===== config.mk =====
export PLATFORM = sky130hd
export DESIGN_NAME = mem_stage
export DESIGN_NICKNAME = d
export VERILOG_FILES = /design/src/rtl/mips_mem_pkg.sv /design/src/rtl/mem_align.sv /design/src/rtl/mem_stage.sv
export SDC_FILE = /design/constraint.sdc
export NUM_CORES = 1
export LEC_CHECK = 0
export ABC_AREA = 1
export CAP_MARGIN = 20
export CORE_ASPECT_RATIO = 0.5
export CORE_UTILIZATION = 30
export DETAILED_ROUTE_END_ITERATION = 6
export PLACE_DENSITY_LB_ADDON = 0.12
export SLEW_MARGIN = 15
export SYNTH_ARGS = -nofsm -noshare
export SYNTH_HDL_FRONTEND = slang
export SYNTH_SLANG_ARGS = --single-unit

===== constraint.sdc =====
create_clock -name CLK -period 1.22 [get_ports CLK]
set_input_delay 0.122 -clock CLK [delete_from_list [all_inputs] [get_ports CLK]]
set_output_delay 0.122 -clock CLK [all_outputs]
set_load 0.03 [all_outputs]

===== src/rtl/mips_mem_pkg.sv =====
// Shared definitions for the MEM stage: memory op codes, access sizes and FSM states.
package mips_mem_pkg;

  localparam logic [5:0] OP_LB  = 6'h20;
  localparam logic [5:0] OP_LH  = 6'h21;
  localparam logic [5:0] OP_LW  = 6'h23;
  localparam logic [5:0] OP_LBU = 6'h24;
  localparam logic [5:0] OP_LHU = 6'h25;
  localparam logic [5:0] OP_SB  = 6'h28;
  localparam logic [5:0] OP_SH  = 6'h29;
  localparam logic [5:0] OP_SW  = 6'h2B;

  typedef enum logic {IDLE, BUSY} mem_state_e;

  typedef enum logic [1:0] {SZ_BYTE, SZ_HALF, SZ_WORD} mem_size_e;

  // Anything that is not a byte or halfword op is treated as a word access.
  function automatic mem_size_e op_size(input logic [5:0] op);
    case (op)
      OP_LB, OP_LBU, OP_SB: op_size = SZ_BYTE;
      OP_LH, OP_LHU, OP_SH: op_size = SZ_HALF;
      default:              op_size = SZ_WORD;
    endcase
  endfunction

endpackage


===== src/rtl/mem_align.sv =====
// Combinational lane steering, byte enables, load extraction/extension and
// misalignment detection for the MEM stage.
module mem_align
  import mips_mem_pkg::*;
(
  input  logic [5:0]  op,
  input  logic [1:0]  addr_lo,
  input  logic        mem_read,
  input  logic        mem_write,
  input  logic [31:0] store_data,
  input  logic [31:0] read_data,
  output logic        misaligned_c,
  output logic [31:0] wdata_c,
  output logic [3:0]  byte_en_c,
  output logic [31:0] load_data_c
);

  mem_size_e   size;
  logic [7:0]  rd_byte;
  logic [15:0] rd_half;

  always_comb begin
    size    = op_size(op);
    rd_half = addr_lo[1] ? read_data[31:16] : read_data[15:0];
    case (addr_lo)
      2'd0:    rd_byte = read_data[7:0];
      2'd1:    rd_byte = read_data[15:8];
      2'd2:    rd_byte = read_data[23:16];
      default: rd_byte = read_data[31:24];
    endcase

    misaligned_c = (mem_read || mem_write) &&
                   (((size == SZ_WORD) && (addr_lo != 2'b00)) ||
                    ((size == SZ_HALF) && addr_lo[0]));

    // Stores replicate the datum across lanes; reads always fetch the whole word.
    wdata_c   = store_data;
    byte_en_c = 4'b1111;
    if (mem_write) begin
      case (size)
        SZ_BYTE: begin
          wdata_c   = {4{store_data[7:0]}};
          byte_en_c = 4'(4'b0001 << addr_lo);
        end
        SZ_HALF: begin
          wdata_c   = {2{store_data[15:0]}};
          byte_en_c = addr_lo[1] ? 4'b1100 : 4'b0011;
        end
        default: begin
          wdata_c   = store_data;
          byte_en_c = 4'b1111;
        end
      endcase
    end

    case (op)
      OP_LB:   load_data_c = {{24{rd_byte[7]}}, rd_byte};
      OP_LBU:  load_data_c = {24'd0, rd_byte};
      OP_LH:   load_data_c = {{16{rd_half[15]}}, rd_half};
      OP_LHU:  load_data_c = {16'd0, rd_half};
      default: load_data_c = read_data;
    endcase
  end

endmodule


===== src/rtl/mem_stage.sv =====
// MEM pipeline stage: data-memory req/ready handshake, WB register and MEM->EXE bypass.
// Optional performance counters are enabled with `define MEM_PERF_CNT_EN.
module mem_stage
  import mips_mem_pkg::*;
#(
  parameter int unsigned ADDR_W = 32
`ifdef MEM_PERF_CNT_EN
  ,
  parameter int unsigned STALL_CNT_W = 16
`endif
) (
  input  logic              CLK,
  input  logic              RESET,
  input  logic [31:0]       Instr1_IN,
  input  logic [31:0]       Instr1_PC_IN,
  input  logic [31:0]       ALU_result1_IN,
  input  logic [4:0]        WriteRegister1_IN,
  input  logic [31:0]       MemWriteData1_IN,
  input  logic              RegWrite1_IN,
  input  logic [5:0]        ALU_Control1_IN,
  input  logic              MemRead1_IN,
  input  logic              MemWrite1_IN,
  output logic              DMem_Req,
  output logic              DMem_Write,
  output logic [ADDR_W-1:0] DMem_Addr,
  output logic [31:0]       DMem_WData,
  output logic [3:0]        DMem_ByteEn,
  input  logic              DMem_Ready,
  input  logic [31:0]       DMem_RData,
  output logic [31:0]       Instr1_OUT,
  output logic [31:0]       Instr1_PC_OUT,
  output logic [31:0]       WriteData1_OUT,
  output logic [4:0]        WriteRegister1_OUT,
  output logic              RegWrite1_OUT,
  output logic              AlignFault1_OUT,
  output logic [4:0]        BypassReg1_MEMEXE,
  output logic [31:0]       BypassData1_MEMEXE,
  output logic              BypassValid1_MEMEXE,
`ifdef MEM_PERF_CNT_EN
  output logic [STALL_CNT_W-1:0] PerfLoads,
  output logic [STALL_CNT_W-1:0] PerfStores,
  output logic [STALL_CNT_W-1:0] PerfStallCycles,
`endif
  output logic              Stall_fmem
);

  mem_state_e  state, state_nxt;
  logic        misaligned;
  logic        mem_op;
  logic [31:0] load_data;

  mem_align u_align (
    .op           (ALU_Control1_IN),
    .addr_lo      (ALU_result1_IN[1:0]),
    .mem_read     (MemRead1_IN),
    .mem_write    (MemWrite1_IN),
    .store_data   (MemWriteData1_IN),
    .read_data    (DMem_RData),
    .misaligned_c (misaligned),
    .wdata_c      (DMem_WData),
    .byte_en_c    (DMem_ByteEn),
    .load_data_c  (load_data)
  );

  // Request and address follow the frozen EXE inputs, so they stay stable while BUSY.
  assign mem_op     = (MemRead1_IN || MemWrite1_IN) && !misaligned;
  assign DMem_Req   = RESET && mem_op;
  assign DMem_Write = MemWrite1_IN;
  assign DMem_Addr  = {ALU_result1_IN[ADDR_W-1:2], 2'b00};
  assign Stall_fmem = RESET && mem_op && !DMem_Ready;

  always_ff @(posedge CLK or negedge RESET) begin
    if (!RESET) state <= IDLE;
    else        state <= state_nxt;
  end

  always_comb begin
    state_nxt = state;
    case (state)
      IDLE: if (mem_op && !DMem_Ready) state_nxt = BUSY;
      BUSY: if (DMem_Ready)            state_nxt = IDLE;
      default:                         state_nxt = IDLE;
    endcase
  end

  // WB register; a stalled cycle loads a bubble with the debug fields still tracking.
  always_ff @(posedge CLK or negedge RESET) begin
    if (!RESET) begin
      Instr1_OUT         <= '0;
      Instr1_PC_OUT      <= '0;
      WriteData1_OUT     <= '0;
      WriteRegister1_OUT <= '0;
      RegWrite1_OUT      <= 1'b0;
      AlignFault1_OUT    <= 1'b0;
    end else begin
      Instr1_OUT         <= Instr1_IN;
      Instr1_PC_OUT      <= Instr1_PC_IN;
      WriteRegister1_OUT <= WriteRegister1_IN;
      if (Stall_fmem) begin
        WriteData1_OUT  <= ALU_result1_IN;
        RegWrite1_OUT   <= 1'b0;
        AlignFault1_OUT <= 1'b0;
      end else begin
        WriteData1_OUT  <= (MemRead1_IN && !misaligned) ? load_data : ALU_result1_IN;
        RegWrite1_OUT   <= RegWrite1_IN && !MemWrite1_IN && !misaligned;
        AlignFault1_OUT <= misaligned;
      end
    end
  end

  assign BypassReg1_MEMEXE   = WriteRegister1_OUT;
  assign BypassData1_MEMEXE  = WriteData1_OUT;
  assign BypassValid1_MEMEXE = RegWrite1_OUT && (WriteRegister1_OUT != 5'd0);

`ifdef MEM_PERF_CNT_EN
  localparam logic [STALL_CNT_W-1:0] CNT_MAX = '1;

  logic done;
  assign done = mem_op && DMem_Ready;

  // Saturating counters.
  always_ff @(posedge CLK or negedge RESET) begin
    if (!RESET) begin
      PerfLoads       <= '0;
      PerfStores      <= '0;
      PerfStallCycles <= '0;
    end else begin
      if (done && MemRead1_IN && (PerfLoads != CNT_MAX))
        PerfLoads <= PerfLoads + STALL_CNT_W'(1);
      if (done && MemWrite1_IN && (PerfStores != CNT_MAX))
        PerfStores <= PerfStores + STALL_CNT_W'(1);
      if (Stall_fmem && (PerfStallCycles != CNT_MAX))
        PerfStallCycles <= PerfStallCycles + STALL_CNT_W'(1);
    end
  end
`endif

endmodule


==> results.ini <==
[outcome]
outcome = complete, but fails checks
violations = setup timing

[worst_hold_path]
min_from = WriteRegister1_IN[0]
holdPathStages = 1
hold_end = BypassReg1_MEMEXE[0]$_DFF_PN0_
hold_class = in2reg

[clock_tree]
cts_made_buffers = 9
cts_root_buf = clkbuf_16
cts.clk_slew.worst_paths_ns = 0.07
clk_path_buf_depth = 2
tritoncts = yes
htreeDepth = 3
cts.sinks = 103

[logic_synthesis]
seq_area_frac_synth_pct = 48.2
synth_edf_count = 0
synth_area_sq_um = 5340
async_flop_share_pct = 100
ys_warn_count = 0
synth-seq-cells = 103
ys.flop_type = dfrtp_1
synth_area_per_cell_sq_um = 8.29
yosys.area.top_type = dfrtp_1
synth_most_common_cell = nand2_1
ys_top_cells_by_count = 158 x nand2_1, 103 x dfrtp_1, 81 x buf_4
ys_top_cells_by_area = dfrtp_1 48%, buf_4 11%, nand2_1 11%
postSynthCellCount = 645
synth_top_area_share_pct = 48.2
netlist-cell-type-count = 31

[route]
drc_errors = 0
firstDrtPassIters = 5
ant_nets = 0
wire_per_inst_um = 16.0
wl_um = 20600
via_per_inst = 4.33
dr_total_vias = 5589
dr.first_iter.drc_count = 292

[timing]
rsz0062_at_grt = yes
setup_viol = 28
hold_violations = 0
fin_ws_ns = -0.479
slew_viol_final = 0
fin_crit_ns = 1.70
fin_tns_setup_ns = -3.49
max_freq_mhz = 589
finalCritPeriodShare_pct = 139
worst_pin_slew_ns = 0.578
slew_headroom_pct = 61.4

[global_route]
grt_first_pass_wirelength_um = 30000
grt_usage_pct = 21.5
grt_pass1_vias = 5427
overflow = 0
antenna_found_initial = 1
grt_max_degree = 104

[finish]
fin_util_pct = 60.1
fin_nets = 1228
drive_gt1_share_pct = 39.4
stdcell_count = 1291
synthToLayoutAreaGrowth_pct = 95.8

[flow_run]
maxCapViolations = 0

[die]
fp.dieW_um = 191
initial_core_util_pct = 30.7
io_pins = 389
dieArea_sq_um = 18400
die_h_um = 96.4
num_rows = 34
core_sq_um = 17400

[worst_setup_path]
required_ns = 1.10
crit_type = reg2out
startpoint_type = flip-flop
crit_path_max_fanout = 2
cp-end-kind = output pin
cp_data_arrival_time_ns = 1.58

[placed_design]
port_buffers = 386
dpl.cell_count = 1254
dp.final_hpwl_um = 15900
gp_congestion = 0.873
place_ws_ns = -0.693

[pwr]
total_power_uw = 10100
vdd_ir_drop_max_v = 0.000626
power_density_nw_per_um2 = 963
p_leak_uw = 0.00518

==> registers in the layout (all words and copies together) (netlist names) <==
signal,count
Instr1_PC_OUT,32
AlignFault1_OUT,1
BypassData1_MEMEXE,32
RegWrite1_OUT,1
BypassReg1_MEMEXE,5
Instr1_OUT,32
==> cell families (layout without fill, tap and decap cells) <==
kind of cell	Yosys count	after routing	share of synthesized area [%]
AO/OA/AOI/OAI	70	70	7.98
other	1	3	0.0702
AND/OR/NAND/NOR	293	294	24.7
flip-flops	103	103	48.2
buffers and inverters	178	587	19.1
==> worst max path at each step <==
stage,from,to,slack (ns),cells after the start
after floorplan,BypassReg1_MEMEXE[1]$_DFF_PN0_,BypassValid1_MEMEXE,-0.13,3
after global placement,ALU_result1_IN[0],BypassData1_MEMEXE[7]$_DFF_PN0_,-0.64,11
after detailed placement,ALU_Control1_IN[1],BypassData1_MEMEXE[5]$_DFF_PN0_,-0.69,11
after CTS,BypassReg1_MEMEXE[0]$_DFF_PN0_,BypassValid1_MEMEXE,-0.51,4
after global routing,BypassReg1_MEMEXE[1]$_DFF_PN0_,BypassValid1_MEMEXE,-0.52,4
final,BypassReg1_MEMEXE[1]$_DFF_PN0_,BypassValid1_MEMEXE,-0.48,4
==> per-stage QoR <==
stage               hold slack [ns]  instance area (sq um)
floorplan                    -0.174                   5510
global placement              0.311                   9700
detailed placement            0.309                   9700
CTS                           0.197                  10500
global route                  0.191                  10500
finish                        0.211                  10500
==> placed cells by master, fill, tap and decap left out, types with 4 or more instances in the layout <==
cell type        Yosys  routed
a21oi_1             14      10
a21oi_2             10      14
buf_12               0      28
buf_4               81     125
buf_6                5      43
buf_8                0       4
clkbuf_16            0      10
clkbuf_2             0      51
clkdlybuf4s15_1      0      35
clkdlybuf4s15_2      0      15
clkdlybuf4s50_1      0     155
dfrtp_1            103     101
dlygate4sd2_1        0      27
inv_1               70      63
inv_2                8      10
inv_4                0       4
nand2_1            158     125
nand2_2              5      26
nand2_4              1      12
nand3_1             59      55
nand3_4              2       9
nor2_1              52      45
nor2_2               1       6
nor2_4               5       7
o21ai_1             13      13
o21ai_2              3      12
o21ai_4              0       9
o22ai_2              0       5
==> per-layer routing <==
layer,routed length [um],share of wire (%),global-route usage [%],vias up
met4,110,0.53,3.40,0
met5,0,0,0,-
met2,10900,53,41.1,206
met1,8280,40,25.1,2626
met3,1350,6.6,5.13,8
li1,-,-,-,2749
==> critical path: stages (launching register included) <==
cell	delay, ns
dfrtp_2	0.42
or4_4	0.51
o21ai_2	0.14
inv_2	0.04
buf_6	0.13
==> cell type report <==
| type | count | area, sq um |
|---|---|---|
| clock inverters | 7 | 61.3 |
| inverters | 79 | 312 |
| repair buffers | 492 | 4720 |
| clock buffers | 9 | 225 |
| diodes | 1 | 2.50 |
| well taps | 234 | 293 |
| fillers | 1569 | 6940 |
| flip-flops and latches | 103 | 2580 |
| multi-input cells | 366 | 2270 |
==> report_power, final <==
part	switching, uW	internal, uW	total (uW)
Sequential	98.5	3620	3720
Combinational	1960	1590	3550
Clock	1370	1430	2800
==> repair_timing <==
action | CTS | global route
endpoints found under the hold margin | 103 | 0
cloned | 2 | 0
endpoints found under the setup margin | 186 | 138
setup buffers | 14 | 5
pin swaps | 29 | 24
gates resized for setup | 361 | 138
hold buffers | 1 | 0
Power figures use the tool's default switching activity.
